==> config.mk <==
export PLATFORM = sky130hd
export DESIGN_NAME = adxl345_i2c_target
export DESIGN_NICKNAME = d
export VERILOG_FILES = /design/src/rtl/adxl345_i2c_target.sv
export SDC_FILE = /design/constraint.sdc
export NUM_CORES = 1
export LEC_CHECK = 0
export CAP_MARGIN = 15
export CELL_PAD_IN_SITES_DETAIL_PLACEMENT = 0
export CELL_PAD_IN_SITES_GLOBAL_PLACEMENT = 1
export CORE_UTILIZATION = 37
export CTS_CLUSTER_SIZE = 25
export DETAILED_ROUTE_END_ITERATION = 12
export PLACE_DENSITY = 0.65
export SETUP_SLACK_MARGIN = 0.2
export SLEW_MARGIN = 20
export SYNTH_ARGS = -nofsm -noshare
export SYNTH_HDL_FRONTEND = slang
export SYNTH_SLANG_ARGS = --single-unit
export TNS_END_PERCENT = 20
==> constraint.sdc <==
create_clock -name CLOCK_50 -period 5.3 [get_ports CLOCK_50]
set_input_delay 0.795 -clock CLOCK_50 [delete_from_list [all_inputs] [get_ports CLOCK_50]]
set_output_delay 0.795 -clock CLOCK_50 [all_outputs]
set_load 0.01 [all_outputs]
==> src/rtl/adxl345_i2c_target.sv <==
// I2C target emulating the ADXL345 register file at DEV_ADDR.
// Oversampled SCL/SDA, open-drain SDA, fabric-side sample load port.
module adxl345_i2c_target #(
    parameter logic [6:0]  DEV_ADDR = 7'h53,
    parameter int unsigned HOLD_CYC = 10
) (
    input  logic        CLOCK_50,
    input  logic        reset,
    input  logic        scl_in,
    input  logic        sda_in,
    output logic        sda_oe,
    input  logic        sample_valid,
    input  logic [15:0] sample_x,
    input  logic [15:0] sample_y,
    input  logic [15:0] sample_z,
    output logic        busy,
    output logic        reg_wr,
    output logic [5:0]  reg_addr,
    output logic [7:0]  reg_wdata
);
    localparam int HW = $clog2(HOLD_CYC + 1);

    typedef enum logic [3:0] {
        IDLE, ADDR, ADDR_ACK, PTR, PTR_ACK,
        WDATA, WDATA_ACK, RDATA, RACK, IGNORE
    } state_t;

    state_t        state, state_n;
    logic [2:0]    scl_sh, sda_sh;
    logic          scl_s, scl_d, sda_s, sda_d;
    logic          scl_rise, scl_fall, start_c, stop_c;
    logic          bit8, ro, wr_en;
    logic [7:0]    shreg, rx_byte;
    logic [3:0]    bit_cnt;
    logic          nine, rw;
    logic [5:0]    ptr;
    logic [7:0]    regs [64];
    logic [47:0]   shadow, smp;
    logic          pending;
    logic [HW-1:0] hold_cnt;
    logic          hold_act, hold_val;
    logic          sched, sched_val;

    // Synchronizer runs through reset so releasing reset never fakes an edge
    always_ff @(posedge CLOCK_50) begin
        scl_sh <= {scl_sh[1:0], scl_in};
        sda_sh <= {sda_sh[1:0], sda_in};
    end

    assign scl_s    = scl_sh[1];
    assign scl_d    = scl_sh[2];
    assign sda_s    = sda_sh[1];
    assign sda_d    = sda_sh[2];
    assign scl_rise = scl_s & ~scl_d;
    assign scl_fall = ~scl_s & scl_d;
    assign start_c  = scl_s & scl_d & ~sda_s & sda_d;
    assign stop_c   = scl_s & scl_d & sda_s & ~sda_d;

    assign rx_byte = {shreg[6:0], sda_s};
    assign bit8    = scl_rise && (bit_cnt == 4'd7);
    assign ro      = (ptr == 6'h00) || ((ptr >= 6'h32) && (ptr <= 6'h37));
    assign wr_en   = (state == WDATA) && bit8 && !ro;
    assign smp     = {sample_z, sample_y, sample_x};

    always_comb begin
        busy = 1'b0;
        unique case (state)
            ADDR_ACK, PTR, PTR_ACK, WDATA,
            WDATA_ACK, RDATA, RACK: busy = 1'b1;
            default:                busy = 1'b0;
        endcase
    end

    always_ff @(posedge CLOCK_50) begin
        if (reset)
            state <= IDLE;
        else
            state <= state_n;
    end

    // sched asks for sda_oe <= sched_val HOLD_CYC cycles after this SCL fall
    always_comb begin
        state_n   = state;
        sched     = 1'b0;
        sched_val = 1'b0;
        if (start_c) begin
            state_n = ADDR;
        end else if (stop_c) begin
            state_n = IDLE;
        end else begin
            unique case (state)
                IDLE, IGNORE: begin
                end
                ADDR: begin
                    if (bit8)
                        state_n = (rx_byte[7:1] == DEV_ADDR) ? ADDR_ACK : IGNORE;
                end
                PTR: begin
                    if (bit8)
                        state_n = PTR_ACK;
                end
                WDATA: begin
                    if (bit8)
                        state_n = WDATA_ACK;
                end
                ADDR_ACK, PTR_ACK, WDATA_ACK: begin
                    if (scl_fall) begin
                        sched     = 1'b1;
                        sched_val = ~nine;
                        if (nine) begin
                            if (state == ADDR_ACK && rw) begin
                                state_n   = RDATA;
                                sched_val = ~regs[ptr][7];
                            end else if (state == ADDR_ACK) begin
                                state_n = PTR;
                            end else begin
                                state_n = WDATA;
                            end
                        end
                    end
                end
                RDATA: begin
                    if (scl_fall) begin
                        sched = 1'b1;
                        if (bit_cnt == 4'd0) begin
                            sched_val = ~shreg[7];
                        end else if (bit_cnt == 4'd8) begin
                            sched_val = 1'b0;
                            state_n   = RACK;
                        end else begin
                            sched_val = ~shreg[6];
                        end
                    end
                end
                RACK: begin
                    if (scl_rise)
                        state_n = sda_s ? IGNORE : RDATA;
                end
                default: state_n = IDLE;
            endcase
        end
    end

    always_ff @(posedge CLOCK_50) begin
        if (reset) begin
            sda_oe    <= 1'b0;
            reg_wr    <= 1'b0;
            reg_addr  <= 6'h00;
            reg_wdata <= 8'h00;
            ptr       <= 6'h00;
            shreg     <= 8'h00;
            bit_cnt   <= 4'd0;
            nine      <= 1'b0;
            rw        <= 1'b0;
            hold_cnt  <= '0;
            hold_act  <= 1'b0;
            hold_val  <= 1'b0;
        end else begin
            reg_wr <= 1'b0;
            if (hold_act) begin
                if (hold_cnt == '0) begin
                    sda_oe   <= hold_val;
                    hold_act <= 1'b0;
                end else begin
                    hold_cnt <= hold_cnt - 1'b1;
                end
            end
            if (sched) begin
                hold_act <= 1'b1;
                hold_cnt <= HW'(HOLD_CYC - 1);
                hold_val <= sched_val;
            end
            if (start_c || stop_c) begin
                sda_oe   <= 1'b0;
                hold_act <= 1'b0;
                bit_cnt  <= 4'd0;
                nine     <= 1'b0;
            end else begin
                unique case (state)
                    ADDR, PTR, WDATA: begin
                        if (scl_rise) begin
                            shreg   <= rx_byte;
                            bit_cnt <= bit8 ? 4'd0 : bit_cnt + 4'd1;
                            nine    <= 1'b0;
                        end
                        if (bit8) begin
                            if (state == ADDR)
                                rw <= rx_byte[0];
                            else if (state == PTR)
                                ptr <= rx_byte[5:0];
                            else begin
                                ptr    <= ptr + 6'd1;
                                reg_wr <= !ro;
                                if (!ro) begin
                                    reg_addr  <= ptr;
                                    reg_wdata <= rx_byte;
                                end
                            end
                        end
                    end
                    ADDR_ACK, PTR_ACK, WDATA_ACK: begin
                        if (scl_rise)
                            nine <= 1'b1;
                        if (scl_fall && nine) begin
                            nine    <= 1'b0;
                            bit_cnt <= 4'd0;
                            if (state == ADDR_ACK && rw)
                                shreg <= regs[ptr];
                        end
                    end
                    RDATA: begin
                        if (scl_rise)
                            bit_cnt <= bit_cnt + 4'd1;
                        if (scl_fall && bit_cnt == 4'd8)
                            bit_cnt <= 4'd0;
                        else if (scl_fall && bit_cnt != 4'd0)
                            shreg <= {shreg[6:0], 1'b0};
                    end
                    RACK: begin
                        if (scl_rise) begin
                            ptr   <= ptr + 6'd1;
                            shreg <= regs[ptr + 6'd1];
                        end
                    end
                    default: begin
                    end
                endcase
            end
        end
    end

    // 0x32-0x37 only change between transactions so a burst sees one sample
    always_ff @(posedge CLOCK_50) begin
        if (reset) begin
            for (int i = 0; i < 64; i++)
                regs[6'(i)] <= 8'h00;
            regs[6'h00] <= 8'hE5;
            regs[6'h2C] <= 8'h0A;
            shadow      <= '0;
            pending     <= 1'b0;
        end else begin
            if (wr_en)
                regs[ptr] <= rx_byte;
            if (sample_valid) begin
                shadow  <= smp;
                pending <= busy;
                if (!busy)
                    for (int k = 0; k < 6; k++)
                        regs[6'(50 + k)] <= smp[8*k +: 8];
            end else if (pending && !busy) begin
                pending <= 1'b0;
                for (int k = 0; k < 6; k++)
                    regs[6'(50 + k)] <= shadow[8*k +: 8];
            end
        end
    end
endmodule

==> results of run 1 <==
==> metal layers <==
layer  vias to the layer above  GRT usage [%]  wire, um
li1                       9356              -         -
met1                     11400           31.9     43300
met2                      1007           37.1     49400
met3                       168           3.42      6920
met4                         4           7.75      3510
met5                         -              0        26
==> worst max-delay path by stage <==
stage               startpoint           to  cells past startpoint
finish                  ptr[3]  regs[12][2]                      5
global route            ptr[3]  regs[12][4]                      5
CTS                     ptr[3]  regs[15][0]                      5
detailed placement      ptr[3]  regs[15][0]                      5
global placement        ptr[2]  regs[56][6]                      6
floorplan               ptr[0]  regs[44][0]                     12
==> cell families after synthesis <==
kind of cell,count (synthesis),share of synthesized area [%]
buf+inv,254,3.55
xor+xnor,10,0.291
mux,354,21.4
flops,619,53.6
fa+ha+maj,6,0.230
simple gates,911,14.8
compound gates,294,6.03
==> layout make-up <==
type / instances / share of cell area [%]
clock inverters: 36 / 1.09
repair buffers: 152 / 3.78
flip-flops and latches: 619 / 47.6
well taps: 1155 / 3.92
clock buffers: 96 / 5.33
inverters: 16 / 0.163
multi-input cells: 1575 / 38.1
==> registers in the layout, indices dropped and copies added (netlist names), 3 cells and up, named ones only <==
| name | flops |
|---|---|
| hold_cnt | 4 |
| state | 4 |
| reg_wdata | 8 |
| ptr | 6 |
| shreg | 8 |
| reg_addr | 6 |
| bit_cnt | 4 |
| sda_sh | 3 |
| regs | 512 |
| shadow | 48 |
| scl_sh | 3 |
==> metrics by stage <==
| stage | std cells | hold WS, ps | utilization (%) |
|---|---|---|---|
| 6_report | 3649 | 324 | 42.3 |
| 5_1_grt | 3649 | 335 | 42.3 |
| 4_1_cts | 3649 | 327 | 42.3 |
| 3_5_place_dp | 3517 | 314 | 39.6 |
| 3_3_place_gp | 3517 | 310 | 39.6 |
| 2_1_floorplan | 2448 | 310 | - |
==> synthesized netlist by cell type (3+ instances only) <==
master / instances
a22oi_1: 11
nor2_1: 140
nor3b_1: 3
nand2_1: 172
a311oi_1: 9
buf_1: 6
nand3_1: 28
nor4_1: 4
xnor2_1: 5
a2111oi_0: 3
nor3_1: 123
nor2_2: 8
nand4_1: 9
nor2b_1: 12
a22o_1: 49
mux4_2: 276
o21ai_0: 90
or2_2: 4
nand2b_1: 8
and3_1: 15
or3_1: 9
and2_1: 355
edfxtp_1: 512
ha_1: 6
buf_4: 24
nand3_2: 4
a32oi_1: 11
o221a_2: 3
dfxtp_1: 107
o211ai_1: 4
clkbuf_1: 156
a211oi_1: 10
o2111ai_1: 5
inv_1: 15
buf_2: 44
xor2_1: 4
a21oi_1: 55
o21bai_1: 3
o31ai_1: 3
o221ai_1: 4
o22ai_1: 4
a31oi_1: 12
mux2i_1: 77
buf_6: 8
==> cells in the final DEF, fill, tap and decap left out, types with 49 or more instances in the layout <==
master | Yosys | layout
clkbuf_16 | 0 | 73
buf_4 | 24 | 77
mux4_2 | 276 | 276
nor3_1 | 123 | 122
edfxtp_1 | 512 | 512
clkdlybuf4s50_1 | 0 | 67
o21ai_0 | 90 | 66
a21oi_1 | 55 | 55
nand2_1 | 172 | 172
dfxtp_1 | 107 | 96
nor2_1 | 140 | 140
a22o_1 | 49 | 49
and2_1 | 355 | 355
mux2i_1 | 77 | 77
==> report_power, final <==
part / switching, mW / total [mW] / internal, mW
combinational: 0.515 / 0.841 / 0.326
clock: 2.05 / 5.02 / 2.97
sequential: 0.178 / 5.67 / 5.50
==> critical path: cells and delay by family (launching register included) <==
kind / cells / cell delay, ps
flops: 1 / 830
simple gates: 3 / 1410
compound gates: 2 / 1450
==> results.json, run 1 <==
{
  "clkTransAtPathRegs_ps": 60,
  "syn_inst": 2448,
  "grt_pass1_vias": 21600,
  "clockRootBuffer": "clkbuf_16",
  "reg2reg_from": "ptr[3]",
  "period_share_pct": 77.2,
  "max-vdd-ir-drop_v": 0.000250,
  "layout-drive-gt1-share_pct": 20.9,
  "grt-ovfl-total": 0,
  "cts_buffers": 71,
  "crit_path_max_fanout": 32,
  "maxCapViolations": 0,
  "die_w_um": 299,
  "hold_class": "reg -> reg",
  "grt_pass1_wl_um": 152000,
  "synthDistinctLibCells": 77,
  "synthFlopType": "edfxtp_1",
  "crit_required_ps": 5550,
  "register_area_um2": 17500,
  "multiInputGateArea_um2": 14100,
  "portBuffers": 69,
  "synth_fp_nets": 2507,
  "critical_path_class": "reg -> reg",
  "h-tree-depth": 3,
  "slew-limit-headroom_pct": 23.7,
  "end_kind": "register",
  "cellPowerDensity_nw_per_um2": 313,
  "tightest_slew_ps": 1140,
  "ys_seq_area_share_pct": 53.6,
  "synthTopCellsByArea": "edfxtp_1 (47%), mux4_2 (19%), and2_1 (6.8%)",
  "min_path_cells": 0,
  "hold_buffers": 0,
  "die_h_um": 299,
  "rows": 108,
  "cts_tree": "yes",
  "gr-usage-all-layers_pct": 23.0,
  "place_ws_ps": 1270,
  "power_mw": 11.5,
  "r2r-end": "regs[12][2]",
  "cts_resized": 0,
  "outcome": "completed",
  "grt_max_degree": 81,
  "synth_area_um2": 32700,
  "avgSynthCellArea_um2": 13.3,
  "drt_iter0_drc": 2381,
  "place.gp.congestion": 0.910,
  "synth-edff-count": 512,
  "start_util_pct": 37.5,
  "tns_ps": 0,
  "r2r.worst_path.cells": 5,
  "clk_path_buf_depth": 3,
  "vias_per_cell": 6.00,
  "drtPass1Iterations": 6,
  "post-dp-hpwl_um": 70000,
  "skew_ps": 16.9,
  "insertedDiodeCount": 0,
  "fillers": 7962,
  "whs_endpoint": "sda_sh[1]",
  "rsz0062_at_grt": "false",
  "p_leak_nw": 12.0,
  "synth_top_cell_by_area": "edfxtp_1",
  "clock_latency_ps": 620,
  "slew_violations": 0,
  "rrSetupSlack_ps": 1210,
  "postRouteAntennaNets": 0,
  "setup_ws_ps": 1210,
  "yosys.area.top_type_share_pct": 47.1,
  "max_stage_delay_ps": 1090,
  "fmax_ghz": 0.244,
  "cts.sinks": 619,
  "post_cts_buffers": 0,
  "crit_chain": "nor2_1 > a31oi_1 > and3_1 > nand3_2 > o21ai_0",
  "place_area_um2": 34500,
  "slowest_stage": "o21ai_0",
  "synth_async_sr_flop_share_pct": 0,
  "dieArea_um2": 89400,
  "wl_um": 103000,
  "syn_to_final_growth_pct": 12.9,
  "critPathArrivalTime_ps": 4340,
  "hold_viol": 0,
  "via_count": 21900,
  "ys_warn_count": 0,
  "placeableCoreArea_um2": 87000,
  "fin_crit_ps": 4090,
  "setup_violations": 0,
  "design_area_um2": 36900,
  "worstHoldStart": "sda_sh[0]",
  "fin_nets": 2494,
  "drc_errors": 0,
  "antenna_found_initial": 3,
  "wire_per_inst_um": 28.3,
  "ys_ff_latch": 619,
  "worst_setup_path_start_kind": "register",
  "io_pins": 70
}
No activity file was read; power rests on OpenSTA's default activity.
==> run 2: changes to the inputs <==
==> constraint.sdc (replaced) <==
create_clock -name CLOCK_50 -period 3.84 [get_ports CLOCK_50]
set_input_delay 0.576 -clock CLOCK_50 [delete_from_list [all_inputs] [get_ports CLOCK_50]]
set_output_delay 0.576 -clock CLOCK_50 [all_outputs]
set_load 0.01 [all_outputs]
==> results.json, run 2 (same netlist as run 1, synthesis figures left out) <==
{
  "fillers": 7907,
  "r2r-end": "hold_val",
  "grt_pass1_wl_um": 155000,
  "layout-drive-gt1-share_pct": 23.7,
  "gr-usage-all-layers_pct": 23.5,
  "crit_path_max_fanout": 13,
  "rrSetupSlack_ps": 430,
  "postRouteAntennaNets": 0,
  "setup_ws_ps": 298,
  "p_seq_share_pct": 49.8,
  "post-dp-hpwl_um": 73400,
  "placeableCoreArea_um2": 87000,
  "outcome": "completed",
  "max-vdd-ir-drop_v": 0.000301,
  "wl_um": 106000,
  "internal_power_mw": 11.9,
  "h-tree-depth": 3,
  "vias_per_cell": 5.99,
  "crit_buf_inv": 1,
  "min_path_cells": 0,
  "post-route-util_pct": 43.1,
  "grt_pass1_vias": 22300,
  "critPathArrivalTime_ps": 2970,
  "wire_per_inst_um": 28.3,
  "worst_setup_path_start_kind": "register",
  "grt_max_degree": 84,
  "antenna_found_initial": 5,
  "drtPass1Iterations": 5,
  "drt-met1-wl_um": 43200,
  "hold_class": "reg -> reg",
  "slew_violations": 0,
  "cts_tree": "yes",
  "place.gp.congestion": 0.897,
  "routed-wl-met3_um": 8500,
  "p_sw_mw": 3.80,
  "slowest_stage": "or4b_1",
  "fmax_ghz": 0.282,
  "met2RoutedLength_um": 50100,
  "startpoint": "state[3]",
  "period_share_pct": 92.2,
  "clkTransAtPathRegs_ps": 60,
  "end_kind": "output pin",
  "portBuffers": 69,
  "drt_iter0_drc": 2991,
  "rsz0062_at_grt": "false",
  "via_count": 22400,
  "cts.sinks": 619,
  "hold_viol": 0,
  "skew_ps": 26.3,
  "syn_to_final_growth_pct": 14.8,
  "cts_buffers": 71,
  "top_register": "regs",
  "fin_crit_ps": 3540,
  "p_leak_nw": 12.4,
  "tightest_slew_ps": 1010,
  "p_clk_share_pct": 42.5,
  "critical_path_class": "reg -> out",
  "hold_buffers": 0,
  "clk_path_buf_depth": 3,
  "drc_errors": 0,
  "die_h_um": 299,
  "clockRootBuffer": "clkbuf_16",
  "final_cell_mix": "edfxtp_1 (512), and2_1 (355), mux4_2 (276)",
  "slew-limit-headroom_pct": 32.3,
  "die_w_um": 299,
  "grt-ovfl-total": 0,
  "rows": 108,
  "fin_nets": 2587,
  "reg.largest.list": "regs (512), shadow (48)",
  "crit_chain": "or4b_1 > o21ai_2 > clkdlybuf4s50_1",
  "path_depth": 3,
  "start_util_pct": 37.5,
  "endpoint": "busy",
  "cellPowerDensity_nw_per_um2": 419,
  "setup_violations": 0,
  "dieArea_um2": 89400,
  "crit_required_ps": 3260,
  "io_pins": 70,
  "p_sw_share_pct": 24.2,
  "r2r.worst_path.cells": 7,
  "maxCapViolations": 0,
  "combPwrFrac_pct": 7.7,
  "worstHoldStart": "sda_sh[0]",
  "cp_top_family": "simple AND/OR/NAND/NOR gates",
  "layout_commonest_cell": "edfxtp_1",
  "largest_reg_flops": 512,
  "clock_latency_ps": 620,
  "tns_ps": 0,
  "place_ws_ps": 290,
  "max_stage_delay_ps": 710,
  "top_layer": "met5"
}
-- run 2: area by class of cell --
type	instances	area [um^2]	area share, %
Clock inverter	38	347	0.924
Antenna cell	1	2.50	0.00667
Timing Repair Buffer	245	2140	5.71
Sequential cell	619	17500	46.8
Clock buffer	94	1920	5.13
Tap cell	1155	1450	3.85
Multi-Input combinational cell	1575	14000	37.4
Inverter	16	60.1	0.160
-- run 2: timing repair --
action,CTS,global route
buffers inserted,0,0
hold endpoints to repair,0,0
resized for setup,0,1
setup endpoints to repair,0,24
-- run 2: per-stage QoR --
stage	cells	cell area (um^2)	power (mW)	hold WS, ps
after detailed placement	3610	35200	9.16	315
final	3743	37500	15.7	324
after global routing	3742	37500	16.1	327
after global placement	3610	35200	9.13	321
after floorplan	2448	32700	8.52	310
after CTS	3742	37500	15.8	323
-- run 2: per-layer routing --
layer | vias to the layer above | track usage, %
met5 | - | 0
met4 | 4 | 8.44
met3 | 203 | 4.48
met2 | 1116 | 37.8
met1 | 11600 | 31.9
li1 | 9531 | -
-- run 2: how the worst min path moves through the flow --
stage	slack [ps]	to
global route	330	sda_sh[1]
finish	320	sda_sh[1]
detailed placement	310	sda_sh[1]
CTS	320	rw
global placement	320	sda_sh[1]
floorplan	310	scl_sh[1]
-- run 2: power groups by stage --
stage	Clock [mW]	Combinational, mW	Sequential [mW]
2_1_floorplan	0	0.709	7.82
3_3_place_gp	0	1.20	7.94
3_5_place_dp	0	1.21	7.95
4_1_cts	6.78	1.21	7.82
5_1_grt	7.02	1.28	7.85
6_report	6.67	1.21	7.83
